### src/rtl/fetch_pkg.sv
// Shared constants and FSM state encoding for the instruction fetch stage.
package fetch_pkg;

    localparam int IF_XLEN  = 64;
    localparam int IF_INS_W = 32;
    localparam int PC_INC   = 4;

    typedef enum logic [1:0] {
        IDLE  = 2'd0,
        FETCH = 2'd1,
        WAIT  = 2'd2
    } fetch_state_e;

endpackage

### src/rtl/instruction_fetch_if.sv
// Instruction-memory request/response bus plus the IF/ID output bus of the fetch stage.
// The fetch stage is the master; memory and decode sit on the slave side.
interface instruction_fetch_if #(
    parameter int XLEN  = 64,
    parameter int INS_W = 32
);

    logic             imem_req;
    logic [XLEN-1:0]  imem_addr;
    logic             imem_ready;
    logic             imem_rvalid;
    logic [INS_W-1:0] imem_rdata;

    logic             id_valid;
    logic             id_ready;
    logic [XLEN-1:0]  id_pc;
    logic [INS_W-1:0] id_ins;

    modport master (
        output imem_req,
        output imem_addr,
        input  imem_ready,
        input  imem_rvalid,
        input  imem_rdata,
        output id_valid,
        input  id_ready,
        output id_pc,
        output id_ins
    );

    modport slave (
        input  imem_req,
        input  imem_addr,
        output imem_ready,
        output imem_rvalid,
        output imem_rdata,
        input  id_valid,
        output id_ready,
        input  id_pc,
        input  id_ins
    );

endinterface

### src/rtl/if_id_reg.sv
// Single-entry IF/ID pipeline register with valid/ready handshake and flush.
// A flush wins over a load; a load wins over a dequeue in the same cycle.
module if_id_reg #(
    parameter int XLEN  = 64,
    parameter int INS_W = 32
) (
    input  logic             clk,
    input  logic             reset,
    input  logic             load_i,
    input  logic             flush_i,
    input  logic             ready_i,
    input  logic [XLEN-1:0]  pc_i,
    input  logic [INS_W-1:0] ins_i,
    output logic             valid_o,
    output logic [XLEN-1:0]  pc_o,
    output logic [INS_W-1:0] ins_o
);

    logic             valid_q, valid_d;
    logic [XLEN-1:0]  pc_q, pc_d;
    logic [INS_W-1:0] ins_q, ins_d;

    always_comb begin
        valid_d = valid_q;
        pc_d    = pc_q;
        ins_d   = ins_q;
        if (flush_i) begin
            valid_d = 1'b0;
            ins_d   = '0;
        end else if (load_i) begin
            valid_d = 1'b1;
            pc_d    = pc_i;
            ins_d   = ins_i;
        end else if (valid_q && ready_i) begin
            valid_d = 1'b0;
        end
    end

    always_ff @(posedge clk) begin
        if (!reset) begin
            valid_q <= 1'b0;
            pc_q    <= '0;
            ins_q   <= '0;
        end else begin
            valid_q <= valid_d;
            pc_q    <= pc_d;
            ins_q   <= ins_d;
        end
    end

    assign valid_o = valid_q;
    assign pc_o    = pc_q;
    assign ins_o   = ins_q;

endmodule

### src/rtl/instruction_fetch.sv
// Fetch stage: owns the PC and a one-outstanding-request FSM towards instruction memory,
// and fills the IF/ID register. Taken branches redirect the PC and squash in-flight fetches.
module instruction_fetch
    import fetch_pkg::*;
#(
    parameter int              XLEN     = IF_XLEN,
    parameter logic [XLEN-1:0] RESET_PC = '0,
    parameter int              INS_W    = IF_INS_W
) (
    input  logic                clk,
    input  logic                reset,
    input  logic                branch_taken,
    input  logic [XLEN-1:0]     branch_target,
    instruction_fetch_if.master bus
);

    fetch_state_e    state_q, state_d;
    logic [XLEN-1:0] pc_q, pc_d;
    logic [XLEN-1:0] req_pc_q, req_pc_d;
    logic            drop_q, drop_d;

    logic            slot_free;
    logic            req_fire;
    logic            load;
    logic            flush;
    logic [XLEN-1:0] branch_pc;
    logic            unused_target_lsb;

    assign branch_pc         = {branch_target[XLEN-1:2], 2'b00};
    assign unused_target_lsb = ^branch_target[1:0];

    // Requests only go out when the IF/ID slot will be empty by the time data returns.
    assign slot_free     = !bus.id_valid || bus.id_ready;
    assign bus.imem_req  = (state_q == FETCH) && slot_free;
    assign bus.imem_addr = pc_q;
    assign req_fire      = bus.imem_req && bus.imem_ready;

    always_comb begin
        state_d  = state_q;
        pc_d     = pc_q;
        req_pc_d = req_pc_q;
        drop_d   = drop_q;
        load     = 1'b0;
        flush    = 1'b0;

        case (state_q)
            IDLE: begin
                state_d = FETCH;
            end
            FETCH: begin
                if (req_fire) begin
                    state_d  = WAIT;
                    req_pc_d = pc_q;
                    drop_d   = 1'b0;
                end
            end
            WAIT: begin
                if (bus.imem_rvalid) begin
                    state_d = FETCH;
                    drop_d  = 1'b0;
                    if (!drop_q) begin
                        load = 1'b1;
                        pc_d = req_pc_q + XLEN'(PC_INC);
                    end
                end
            end
            default: begin
                state_d = IDLE;
            end
        endcase

        // A redirect overrides any load; a request still in flight must have its data dropped.
        if (branch_taken) begin
            pc_d   = branch_pc;
            flush  = 1'b1;
            load   = 1'b0;
            drop_d = ((state_q == WAIT) && !bus.imem_rvalid) ||
                     ((state_q == FETCH) && req_fire);
        end
    end

    always_ff @(posedge clk) begin
        if (!reset) begin
            state_q  <= IDLE;
            pc_q     <= RESET_PC;
            req_pc_q <= '0;
            drop_q   <= 1'b0;
        end else begin
            state_q  <= state_d;
            pc_q     <= pc_d;
            req_pc_q <= req_pc_d;
            drop_q   <= drop_d;
        end
    end

    if_id_reg #(
        .XLEN  (XLEN),
        .INS_W (INS_W)
    ) u_if_id_reg (
        .clk     (clk),
        .reset   (reset),
        .load_i  (load),
        .flush_i (flush),
        .ready_i (bus.id_ready),
        .pc_i    (req_pc_q),
        .ins_i   (bus.imem_rdata),
        .valid_o (bus.id_valid),
        .pc_o    (bus.id_pc),
        .ins_o   (bus.id_ins)
    );

endmodule
### src/flat_wrapper.sv
// flat-port wrapper written by rule: the top's interface ports become plain ports
module instruction_fetch_flat import fetch_pkg::*;
#(
    parameter int              XLEN     = IF_XLEN,
    parameter logic [XLEN-1:0] RESET_PC = '0,
    parameter int              INS_W    = IF_INS_W
)
  (clk, reset, branch_taken, branch_target, bus_imem_req, bus_imem_addr, bus_imem_ready, bus_imem_rvalid, bus_imem_rdata, bus_id_valid, bus_id_ready, bus_id_pc, bus_id_ins);
  instruction_fetch_if #(.XLEN(XLEN), .INS_W(INS_W)) bus_i ();
  input  logic clk;
  input  logic reset;
  input  logic branch_taken;
  input  logic [XLEN-1:0] branch_target;
  output wire logic [$bits(bus_i.imem_req)-1:0] bus_imem_req;
  output wire logic [$bits(bus_i.imem_addr)-1:0] bus_imem_addr;
  input wire logic [$bits(bus_i.imem_ready)-1:0] bus_imem_ready;
  input wire logic [$bits(bus_i.imem_rvalid)-1:0] bus_imem_rvalid;
  input wire logic [$bits(bus_i.imem_rdata)-1:0] bus_imem_rdata;
  output wire logic [$bits(bus_i.id_valid)-1:0] bus_id_valid;
  input wire logic [$bits(bus_i.id_ready)-1:0] bus_id_ready;
  output wire logic [$bits(bus_i.id_pc)-1:0] bus_id_pc;
  output wire logic [$bits(bus_i.id_ins)-1:0] bus_id_ins;
  assign bus_imem_req = bus_i.imem_req;
  assign bus_imem_addr = bus_i.imem_addr;
  assign bus_i.imem_ready = bus_imem_ready;
  assign bus_i.imem_rvalid = bus_imem_rvalid;
  assign bus_i.imem_rdata = bus_imem_rdata;
  assign bus_id_valid = bus_i.id_valid;
  assign bus_i.id_ready = bus_id_ready;
  assign bus_id_pc = bus_i.id_pc;
  assign bus_id_ins = bus_i.id_ins;
  instruction_fetch #(.XLEN(XLEN), .RESET_PC(RESET_PC), .INS_W(INS_W)) u_core (.clk(clk), .reset(reset), .branch_taken(branch_taken), .branch_target(branch_target), .bus(bus_i));
endmodule
### config.mk
export PLATFORM = sky130hd
export DESIGN_NAME = instruction_fetch_flat
export DESIGN_NICKNAME = d
export VERILOG_FILES = /design/src/rtl/fetch_pkg.sv /design/src/rtl/instruction_fetch_if.sv /design/src/rtl/if_id_reg.sv /design/src/rtl/instruction_fetch.sv /design/src/flat_wrapper.sv
export SDC_FILE = /design/constraint.sdc
export NUM_CORES = 1
export LEC_CHECK = 0
export CELL_PAD_IN_SITES_DETAIL_PLACEMENT = 2
export CELL_PAD_IN_SITES_GLOBAL_PLACEMENT = 2
export CORE_ASPECT_RATIO = 0.5
export CORE_MARGIN = 5
export CORE_UTILIZATION = 29
export CTS_BUF_LIST = sky130_fd_sc_hd__clkbuf_4 sky130_fd_sc_hd__clkbuf_8
export CTS_CLUSTER_DIAMETER = 40
export DETAILED_ROUTE_END_ITERATION = 10
export PLACE_DENSITY_LB_ADDON = 0.12
export SYNTH_ARGS = -nofsm -noshare
export SYNTH_HDL_FRONTEND = slang
export SYNTH_SLANG_ARGS = --single-unit
### constraint.sdc
create_clock -name clk -period 2.3 [get_ports clk]
set_input_delay 0.345 -clock clk [delete_from_list [all_inputs] [get_ports clk]]
set_output_delay 0.345 -clock clk [all_outputs]
set_load 0.02 [all_outputs]
==> out/results.md <==
## Layout
* **layout cell share with drive strength beyond 1** 10.2%
* **area of all placed cells without fillers** 14200 um2
* **area overhead of the layout relative to synthesis** 41.8%
* **final core utilization** 41.5%
* **number of nets in the layout** 1629

## Yosys
* **count of cell types in the netlist** 52
* **Mapped Cells** 1251
* **part of the Yosys area used for sequential elements** 45.4%
* **net count of the mapped netlist** 1354
* **biggest area consumer among synthesized cells** dfxtp_1
* **most numerous cell in the Yosys netlist** nand2_1
* **flop and latch count out of synthesis** 228
* **number of synthesized flops with an enable pin** 0
* **Yosys top cell area share** 45.4%
* **Yosys Warn Count** 0
* **Primary FF master, synth** dfxtp_1
* **FFs w/ async S/R, synth** 0%
* **most used standard cells in the synthesized netlist** nand2_1 (410), dfxtp_1 (228), a21boi_0 (134), clkbuf_1 (62), o21ai_0 (58)
* **netlist area before placement** 10000 um2
* **Synth Area per Inst** 8.03 um2
* **largest cells by area after synthesis** dfxtp_1 (45%), nand2_1 (15%), a21boi_0 (10%)

## Placement
* **worst-case setup slack after placement** 0.0207 ns
* **post-detail-place hpwl** 28400 um
* **count of buffers inserted at the top-level ports** 261
* **placed standard-cell area** 13400 um2
* **placer's final routability congestion estimate** 0.796

## Timing
* **unrepaired setup endpoints after global routing** true
* **minimum period implied by the final worst setup slack** 2.14 ns
* **worst slew pin tran** 0.904 ns
* **number of slew-limit violations in the final report** 0
* **final setup slack of the worst path** 0.159 ns
* **aggregate negative setup slack** 0 ns
* **clock tree skew after final layout** 0.0182 ns
* **Final Cycle Share** 93.1%
* **final setup vio count** 0
* **Fmax achieved** 0.467 GHz
* **number of hold-slack violations in the final timing report** 0
* **Worst slew margin** 39.6%

## Routing
* **antenna-violating nets left** 0
* **overall routed net length** 40800 um
* **average routed wire per standard cell** 20.1 um
* **drt first pass iters** 4
* **detailed-route DRC error count** 0
* **number of DRC violations after detailed-routing iteration 0** 338
* **average via count per standard cell** 4.89
* **via count** 9913

## Clock tree
* **total clock sinks** 228
* **clock tree from TritonCTS** done
* **number of hold-repair buffers added at the cts stage** 0
* **number of buffers created by CTS** 40
* **clock network latency to the later pin of the worst-skew pair** 0.57 ns
* **clk buf depth** 3
* **clock-pin slew on the worst setup and hold paths** 0.06 ns
* **root buf cell** clkbuf_8
* **htree depth** 2

## Worst setup path
* **data required time of the critical path** 2.74 ns
* **worst reg-to-reg path cell count** 7
* **FF-to-FF Start** u_core.req_pc_q[6]
* **Worst setup SP type** flop
* **worst setup path startpoint** u_core.req_pc_q[6]
* **largest driver fanout on the critical path** 13
* **end of the worst register-to-register path** u_core.bus.imem_addr[53]
* **reg-to-reg setup timing slack** 0.16 ns
* **nature of the critical path endpoint** flop
* **Setup CP Type** flop to flop
* **Data arrival, critical path** 2.58 ns

## Global routing
* **largest net degree at the start of global routing** 129
* **grt total ovfl** 0
* **antenna violations before repair** 1
* **total routing resource utilization after global routing** 20.6%
* **vias in the first global route** 11.1k
* **first-pass GRT wire length** 63900 um

## Die
* **number of ports placed on the die boundary** 264
* **die height** 142 um
* **Floorplan Core Area** 34400 um2
* **number of rows created at floorplan** 48
* **area of the die** 38700 um2
* **Die X** 273 um
* **initial core utilization** 29.2%

## Hold path
* **hold-critical path depth** 3
* **path class of the lowest-slack min-delay path** input port to flop
* **Hold Crit Endpoint** u_core.bus.imem_addr[12]
* **worst min-delay path startpoint** branch_taken

## Pwr
* **Max IR drop VDD** 0.000254 V
* **final total power** 9070 uW
* **Leak** 0.00479 uW
* **pwr/cell area** 637 nW/um2

## Flow run
* **count of max-cap constraint violations** 0

## Outcome
* **status** finished clean

## sequential cells by signal, indices dropped and copies added, names as in the netlist
register	cells
u_core.u_if_id_reg.valid_o	1
u_core.drop_q	1
u_core.req_pc_q	64
u_core.state_q	2
u_core.bus.imem_addr	64
u_core.u_if_id_reg.ins_o	32
u_core.u_if_id_reg.pc_o	64
## cells by family (layout without fill, tap and decap cells)
logic type	Yosys count	count (layout)	share of synthesized area, %
other	0	1	0
flip-flops	228	228	45.4
XOR/XNOR	59	59	5.14
AND/OR/NAND/NOR	574	574	25.4
AO/OA/AOI/OAI	286	286	19.2
buffers and inverters	102	403	4.63
multiplexers	1	1	0.0996
adder cells (fa/ha/maj)	1	1	0.125
## worst max-delay path, cell delays in order (launching register included)
cell and delay [ns]:
dfxtp_1 0.45, nand3_1 0.18, nor3_1 0.45, nand4_1 0.17, buf_4 0.24, nor4_2 0.24, xnor2_1 0.18, o21ai_0 0.10
## what timing repair did
item / in CTS / in global routing
endpoints found under the hold margin: 0 / 0
pin swaps: 1 / 2
gates resized for setup: 2 / 2
setup endpoints to repair: 4 / 11
buffers inserted: 0 / 2
cloned: 0 / 0
## cells in the final DEF, fill, tap and decap left out, drive strengths merged, types with 29 or more instances in the layout
cell	instances
a21boi	134
dfxtp	228
nor2	35
buf	66
clkdlybuf4s50	258
a21oi	46
nor3	29
xnor2	39
nand2	410
clkbuf	61
o21ai	58
## stage by stage
stage                     hold slack, ns  cells
after global placement             0.442   1957
after floorplan                    0.445   1251
final                              0.207   2028
after CTS                          0.162   2025
after detailed placement           0.450   1957
after global routing               0.181   2028
## layer usage
metal | vias up | GRT usage, % | share of wire (%)
met5 | - | 0 | 0
met3 | 53 | 3.82 | 3.4
met1 | 4949 | 24.7 | 43
met2 | 166 | 38.3 | 52
li1 | 4745 | - | -
met4 | 0 | 5.38 | 2.0
## area by class of cell
cell class | instances | area [um2]
antenna | 1 | 2.50
clock buffer | 61 | 752
tap | 475 | 594
multi-input combinational | 921 | 5050
sequential | 228 | 4560
fill | 3882 | 20100
timing repair buffer | 325 | 3170
clock inverter | 7 | 65.1
inverter | 10 | 37.5
## power by group
part	internal (uW)	leakage (uW)	switching, uW
Clock	2190	0.000432	1780
Combinational	449	0.00250	493
Sequential	4050	0.00185	103
## how the worst max path moves through the flow
stage | endpoint | cells after the start | slack, ns
floorplan | u_core.req_pc_q[30] | 7 | 0.20
global placement | u_core.bus.imem_addr[54] | 8 | 0.04
detailed placement | u_core.bus.imem_addr[56] | 8 | 0.02
CTS | u_core.bus.imem_addr[56] | 8 | 0.02
global route | u_core.bus.imem_addr[56] | 7 | -0.07
finish | u_core.bus.imem_addr[53] | 7 | 0.16
Note: power is estimated with default switching activity, not from simulation.
